## config.mk

```make
export PLATFORM = sky130hd
export DESIGN_NAME = alu_mdu
export DESIGN_NICKNAME = d
export VERILOG_FILES = /design/src/rtl/alu_mdu.sv
export SDC_FILE = /design/constraint.sdc
export NUM_CORES = 1
export LEC_CHECK = 0
export ABC_AREA = 1
export CAP_MARGIN = 20
export CELL_PAD_IN_SITES_DETAIL_PLACEMENT = 0
export CELL_PAD_IN_SITES_GLOBAL_PLACEMENT = 2
export CORE_MARGIN = 1
export CORE_UTILIZATION = 36
export DETAILED_ROUTE_END_ITERATION = 12
export GPL_ROUTABILITY_DRIVEN = 0
export HOLD_SLACK_MARGIN = 0.1
export PLACE_DENSITY = 0.95
export REMOVE_ABC_BUFFERS = 1
export SETUP_SLACK_MARGIN = 0.3
export SYNTH_ARGS = -nofsm -noshare
export SYNTH_HDL_FRONTEND = slang
export SYNTH_SLANG_ARGS = --single-unit
```

## constraint.sdc

```tcl
create_clock -name clk -period 9.61 [get_ports clk]
set_input_delay 1.922 -clock clk [delete_from_list [all_inputs] [get_ports clk]]
set_output_delay 1.922 -clock clk [all_outputs]
set_load 0.02 [all_outputs]
```

## src/rtl/alu_mdu.sv

```systemverilog
// Single-issue ALU with iterative radix-2 multiplier and optional restoring divider.
// Build option: define ALU_MDU_DIV_EN to include DIV/DIVU/REM/REMU, otherwise those ops report illegal.
module alu_mdu #(
    parameter int XLEN = 32,
    parameter int SHW  = $clog2(XLEN)
) (
    input  logic            clk,
    input  logic            rst_n,
    input  logic            in_valid,
    output logic            in_ready,
    input  logic [XLEN-1:0] a,
    input  logic [XLEN-1:0] b,
    input  logic [4:0]      op,
    output logic            out_valid,
    input  logic            out_ready,
    output logic [XLEN-1:0] result,
    output logic            illegal
);
    localparam int CW = $clog2(XLEN) + 1;

    typedef enum logic [1:0] {S_IDLE = 2'd0, S_BUSY = 2'd1, S_DONE = 2'd2} state_t;

    state_t            state_r;
    logic [CW-1:0]     cnt_r;
    logic              neg_r;
    logic              hi_r;
    logic [2*XLEN-1:0] prod_r;
    logic [2*XLEN-1:0] mcand_r;
    logic [XLEN-1:0]   mplier_r;

    logic [SHW-1:0]    shamt_s;
    logic [XLEN-1:0]   base_res_s;
    logic              base_ill_s;
    logic              short_s;
    logic [XLEN-1:0]   short_res_s;
    logic              short_ill_s;
    logic              a_neg_s;
    logic              b_neg_s;
    logic [XLEN-1:0]   a_mag_s;
    logic [XLEN-1:0]   b_mag_s;
    logic [CW-1:0]     cnt_nxt_s;
    logic [2*XLEN-1:0] prod_nxt_s;
    logic [2*XLEN-1:0] mul_full_s;
    logic [XLEN-1:0]   fin_res_s;

`ifdef ALU_MDU_DIV_EN
    localparam logic [XLEN-1:0] MIN_NEG = {1'b1, {(XLEN-1){1'b0}}};
    logic              is_div_r;
    logic              rem_sel_r;
    logic [XLEN-1:0]   rem_r;
    logic [XLEN-1:0]   quo_r;
    logic [XLEN-1:0]   dvs_r;
    logic [XLEN:0]     sh_s;
    logic              ge_s;
    logic [XLEN-1:0]   rem_nxt_s;
    logic [XLEN-1:0]   quo_nxt_s;
    logic [XLEN-1:0]   div_val_s;
`endif

    // Base ALU operations, all single-cycle.
    always_comb begin
        shamt_s    = b[SHW-1:0];
        base_res_s = {XLEN{1'b0}};
        base_ill_s = 1'b0;
        case (op[3:0])
            4'b0000: base_res_s = a + b;
            4'b1000: base_res_s = a - b;
            4'b0010: base_res_s = {{(XLEN-1){1'b0}}, $signed(a) < $signed(b)};
            4'b0011: base_res_s = {{(XLEN-1){1'b0}}, a < b};
            4'b0111: base_res_s = a & b;
            4'b0110: base_res_s = a | b;
            4'b0100: base_res_s = a ^ b;
            4'b0001: base_res_s = a << shamt_s;
            4'b0101: base_res_s = a >> shamt_s;
            4'b1101: base_res_s = $signed(a) >>> shamt_s;
            default: base_ill_s = 1'b1;
        endcase
    end

    // Ops that finish in one cycle: base ops, divide special cases, or unsupported divide.
    always_comb begin
        short_s     = 1'b0;
        short_res_s = {XLEN{1'b0}};
        short_ill_s = 1'b0;
        if (!op[4]) begin
            short_s     = 1'b1;
            short_res_s = base_res_s;
            short_ill_s = base_ill_s;
        end else if (op[2]) begin
`ifdef ALU_MDU_DIV_EN
            if (b == {XLEN{1'b0}}) begin
                short_s     = 1'b1;
                short_res_s = op[1] ? a : {XLEN{1'b1}};
            end else if (!op[0] && (a == MIN_NEG) && (b == {XLEN{1'b1}})) begin
                short_s     = 1'b1;
                short_res_s = op[1] ? {XLEN{1'b0}} : a;
            end else begin
                short_s     = 1'b0;
            end
`else
            short_s     = 1'b1;
            short_ill_s = 1'b1;
`endif
        end else begin
            short_s     = 1'b0;
        end
    end

    // Operand magnitudes: signed divide uses ~op[0]; MULH signs both, MULHSU signs only a.
    always_comb begin
        a_neg_s = a[XLEN-1] & (op[2] ? ~op[0] : (op[1] ^ op[0]));
        b_neg_s = b[XLEN-1] & (op[2] ? ~op[0] : (~op[1] & op[0]));
        a_mag_s = a_neg_s ? -a : a;
        b_mag_s = b_neg_s ? -b : b;
    end

    // One shift-add / restoring-subtract step, plus the sign-corrected final value.
    always_comb begin
        cnt_nxt_s  = cnt_r + {{(CW-1){1'b0}}, 1'b1};
        prod_nxt_s = mplier_r[0] ? (prod_r + mcand_r) : prod_r;
        mul_full_s = neg_r ? -prod_nxt_s : prod_nxt_s;
        fin_res_s  = hi_r ? mul_full_s[2*XLEN-1:XLEN] : mul_full_s[XLEN-1:0];
`ifdef ALU_MDU_DIV_EN
        sh_s       = {rem_r, quo_r[XLEN-1]};
        ge_s       = sh_s >= {1'b0, dvs_r};
        rem_nxt_s  = ge_s ? (sh_s[XLEN-1:0] - dvs_r) : sh_s[XLEN-1:0];
        quo_nxt_s  = {quo_r[XLEN-2:0], ge_s};
        div_val_s  = rem_sel_r ? rem_nxt_s : quo_nxt_s;
        if (is_div_r) begin
            fin_res_s = neg_r ? -div_val_s : div_val_s;
        end else begin
            fin_res_s = hi_r ? mul_full_s[2*XLEN-1:XLEN] : mul_full_s[XLEN-1:0];
        end
`endif
    end

    // Control FSM with registered handshake outputs and iterative datapath state.
    always_ff @(posedge clk or negedge rst_n) begin
        if (!rst_n) begin
            state_r   <= S_IDLE;
            in_ready  <= 1'b1;
            out_valid <= 1'b0;
            result    <= {XLEN{1'b0}};
            illegal   <= 1'b0;
            cnt_r     <= {CW{1'b0}};
            neg_r     <= 1'b0;
            hi_r      <= 1'b0;
            prod_r    <= {(2*XLEN){1'b0}};
            mcand_r   <= {(2*XLEN){1'b0}};
            mplier_r  <= {XLEN{1'b0}};
`ifdef ALU_MDU_DIV_EN
            is_div_r  <= 1'b0;
            rem_sel_r <= 1'b0;
            rem_r     <= {XLEN{1'b0}};
            quo_r     <= {XLEN{1'b0}};
            dvs_r     <= {XLEN{1'b0}};
`endif
        end else begin
            case (state_r)
                S_IDLE: begin
                    if (in_valid) begin
                        in_ready <= 1'b0;
                        if (short_s) begin
                            result    <= short_res_s;
                            illegal   <= short_ill_s;
                            out_valid <= 1'b1;
                            state_r   <= S_DONE;
                        end else begin
                            cnt_r    <= {CW{1'b0}};
                            prod_r   <= {(2*XLEN){1'b0}};
                            mcand_r  <= {{XLEN{1'b0}}, a_mag_s};
                            mplier_r <= b_mag_s;
                            hi_r     <= (op[1:0] != 2'b00);
                            // Remainder follows the dividend's sign; everything else the product sign.
                            neg_r    <= (op[2] & op[1]) ? a_neg_s : (a_neg_s ^ b_neg_s);
`ifdef ALU_MDU_DIV_EN
                            is_div_r  <= op[2];
                            rem_sel_r <= op[1];
                            rem_r     <= {XLEN{1'b0}};
                            quo_r     <= a_mag_s;
                            dvs_r     <= b_mag_s;
`endif
                            state_r  <= S_BUSY;
                        end
                    end
                end
                S_BUSY: begin
                    cnt_r    <= cnt_nxt_s;
                    prod_r   <= prod_nxt_s;
                    mcand_r  <= {mcand_r[2*XLEN-2:0], 1'b0};
                    mplier_r <= {1'b0, mplier_r[XLEN-1:1]};
`ifdef ALU_MDU_DIV_EN
                    rem_r    <= rem_nxt_s;
                    quo_r    <= quo_nxt_s;
`endif
                    if (cnt_nxt_s == CW'(XLEN)) begin
                        result    <= fin_res_s;
                        illegal   <= 1'b0;
                        out_valid <= 1'b1;
                        state_r   <= S_DONE;
                    end
                end
                S_DONE: begin
                    if (out_ready) begin
                        out_valid <= 1'b0;
                        in_ready  <= 1'b1;
                        state_r   <= S_IDLE;
                    end
                end
                default: begin
                    state_r   <= S_IDLE;
                    out_valid <= 1'b0;
                    in_ready  <= 1'b1;
                end
            endcase
        end
    end
endmodule
```

==> metrics.txt <==
DRC Markers 0; Port Buffer Count 107; Post-synth ARST share 1.00; Gate Count Post-Synth 4849; slew margin rel. 0.273; via/cell ratio 5.44; hold_buf cts 0; Net Sw Frac 0.576; commonest non-fill, non-tap cell in the layout nand2_1; CTS tree yes; CP required 10100 ps; Starting Density 0.364; core area 74400 µm²; Slew @ Worst Pin 1090 ps; Warnings, synthesis 0; Critical path origin b[3]; share of layout cells above drive strength 1 0.0344; worst r2r dst result[19]$_DFFE_PN0P_; Post-Syn Area 27100 µm²; number of global-route vias before repair 29954; H-Tree Depth 1; # IOs 108; crit path kind primary input to flop; clock skew 16.3 ps; DIE HEIGHT 276 µm; sequential fraction of the synthesis area 0.189; Worst R2R Setup Slack 5200 ps; Clock power frac 0.124; FF-to-FF path depth 24; post-CTS setup buffers 0; post-synth cell types 63; dpl hpwl 98.7 mm; EDFF count, synth 0; Hold WC Path Type flop to flop; Pleak 15.4 nW; sw power 0.00484 W; fin crit period 5860 ps; Overflow after GRT 0; Sequential Power Share 0.194; Die Width 276 µm; Comb pwr share 0.682; antenna violations before repair 2; CTS Root Cell clkbuf_16; area of the die 76400 µm²; number of synthesized register bits 205; Main synth FF type dfrtp_1; power per cell area 281 nW/µm²; Clock Tree Buf Depth 3; Clk Latency, worst-skew pair 580 ps; Routed WL per cell 21.0 µm; final hold slack 493 ps; Num CTS Buffers 26; Place WS 3340 ps; Max Slew Vio Count 0; Final nets 5080; largest net degree at the start of global routing 80; critical path arrival 6360 ps; Syn-to-layout area delta 10.2%; Fmax achieved 171 MHz; peak supply drop 173 µV; Int Pwr 0.00356 W; first-pass GRT wire length 184 mm; CP endpoint kind flop; GRT Total Usage 0.313; endpoints failing hold 0; # clock sinks 205; Worst-path clk slew 60 ps; crit path capture result[20]$_DFFE_PN0P_; setup slack after layout 3750 ps; post-CTS resize count 0; DR vias 31677; num rows 100; Crit Path Max Fanout 47; Syn Area/Cell 5.59 µm²; ant diodes 0; drt first pass iters 6; 1st-iter DRT viols 3571; worst flop-to-flop path startpoint mcand_r[0]$_DFFE_PN0P_; DRT antenna net count 0; final setup vio count 0; max-cap violations 0; most frequent cells in the layout nand2_1 (1497), inv_1 (790), o21ai_0 (441); Final TNS setup 0 ps; RSZ-0062 raised after global routing no; final core utilization 0.401; final wirelength 122 mm; period utilisation layout 0.610; status finished, final reports clean; Startpoint Class primary input
worst min-delay path by stage:
stage                                 start                       to  slack [ps]  depth (start not counted)
finish                 in_ready$_DFFE_PN1P_     in_ready$_DFFE_PN1P_         490                          2
global route           in_ready$_DFFE_PN1P_     in_ready$_DFFE_PN1P_         500                          2
CTS                    in_ready$_DFFE_PN1P_     in_ready$_DFFE_PN1P_         490                          2
detailed placement     in_ready$_DFFE_PN1P_     in_ready$_DFFE_PN1P_         490                          2
global placement    mplier_r[2]$_DFFE_PN0P_  mplier_r[2]$_DFFE_PN0P_         470                          2
floorplan           mplier_r[3]$_DFFE_PN0P_  mplier_r[3]$_DFFE_PN0P_         450                          2
metal layers:
layer	share of wire	track usage
met5	0.00015	0
met4	0.060	0.166
met3	0.067	0.0328
met2	0.46	0.520
met1	0.42	0.398
stage by stage:
stage | power, W | instance area [µm²] | instances
global route | 0.00911 | 29900 | 5824
CTS | 0.00831 | 29900 | 5824
detailed placement | 0.00725 | 29000 | 5777
finish | 0.00839 | 29900 | 5824
global placement | 0.00721 | 29000 | 5777
floorplan | 0.00521 | 26400 | 4664
synthesized netlist by cell type, types with 7 or more instances:
cell / instances / area share
a21o_1: 8 / 0.0022
a21oi_1: 340 / 0.063
a22o_1: 10 / 0.0032
a31oi_1: 25 / 0.0058
buf_1: 24 / 0.0033
buf_2: 16 / 0.0030
clkbuf_1: 142 / 0.020
clkinv_1: 7 / 0.00097
dfrtp_1: 204 / 0.19
ha_1: 168 / 0.078
inv_1: 792 / 0.11
inv_2: 14 / 0.0019
mux2i_1: 9 / 0.0033
nand2_1: 1497 / 0.21
nand2_2: 12 / 0.0028
nand3_1: 267 / 0.049
nand3b_1: 17 / 0.0047
nand4_1: 43 / 0.0099
nor2_1: 430 / 0.060
nor2_2: 8 / 0.0018
nor3_1: 50 / 0.0092
nor4_1: 13 / 0.0030
o2111ai_1: 14 / 0.0045
o211ai_1: 27 / 0.0075
o21a_1: 9 / 0.0025
o21ai_0: 441 / 0.081
o21ai_1: 9 / 0.0017
o21bai_1: 9 / 0.0025
o221ai_1: 16 / 0.0052
o22ai_1: 108 / 0.025
or2_2: 18 / 0.0042
xor2_1: 35 / 0.011
flip-flops by register name, summed over array words and instances, names as in the netlist:
name / cells
mplier_r: 32
neg_r: 1
in_ready: 1
state_r: 2
mcand_r: 64
result: 32
out_valid: 1
hi_r: 1
illegal: 1
prod_r: 64
cnt_r: 6
power groups by stage:
stage / logic [W] / registers, W / clock network, W
6_report: 0.00573 / 0.00163 / 0.00104
3_5_place_dp: 0.00562 / 0.00163 / 0
3_3_place_gp: 0.00558 / 0.00163 / 0
5_1_grt: 0.00637 / 0.00166 / 0.00109
4_1_cts: 0.00564 / 0.00162 / 0.00105
2_1_floorplan: 0.00362 / 0.00159 / 0
logic make-up (layout without fill, tap and decap cells):
logic type,after synthesis,in the layout,share of synthesized area
DFF,205,205,0.189
AOI/OAI and AO/OA,1053,1053,0.216
adders and majority gates,171,171,0.0798
xor gates and xnor gates,36,36,0.0116
muxes,9,9,0.00333
buffers and inverters,998,1004,0.139
and+or+nand+nor,2377,2377,0.361
layout make-up:
class / instances / area (µm²)
multi-input cells: 3646 / 18200
repair buffers: 144 / 1340
flip-flops and latches: 205 / 5130
well taps: 969 / 1210
clock inverters: 12 / 146
inverters: 813 / 3060
clock buffers: 35 / 736
fillers: 8331 / 44600
worst max-delay path, cell delays in order:
cell	delay (ps)
clkdlybuf4s50_1	450
buf_4	410
inv_2	440
ha_1	550
inv_1	100
a21oi_1	140
nand2_1	100
nand2_1	70
nand3b_1	110
nand2_1	120
nand2_1	120
a21boi_0	430
inv_1	110
nand2_1	80
nand2_1	70
a21boi_0	410
or2_2	190
nand3_1	60
a41oi_1	210
nor2_1	70
a21oi_1	170
(Power assumes the default switching activity.)
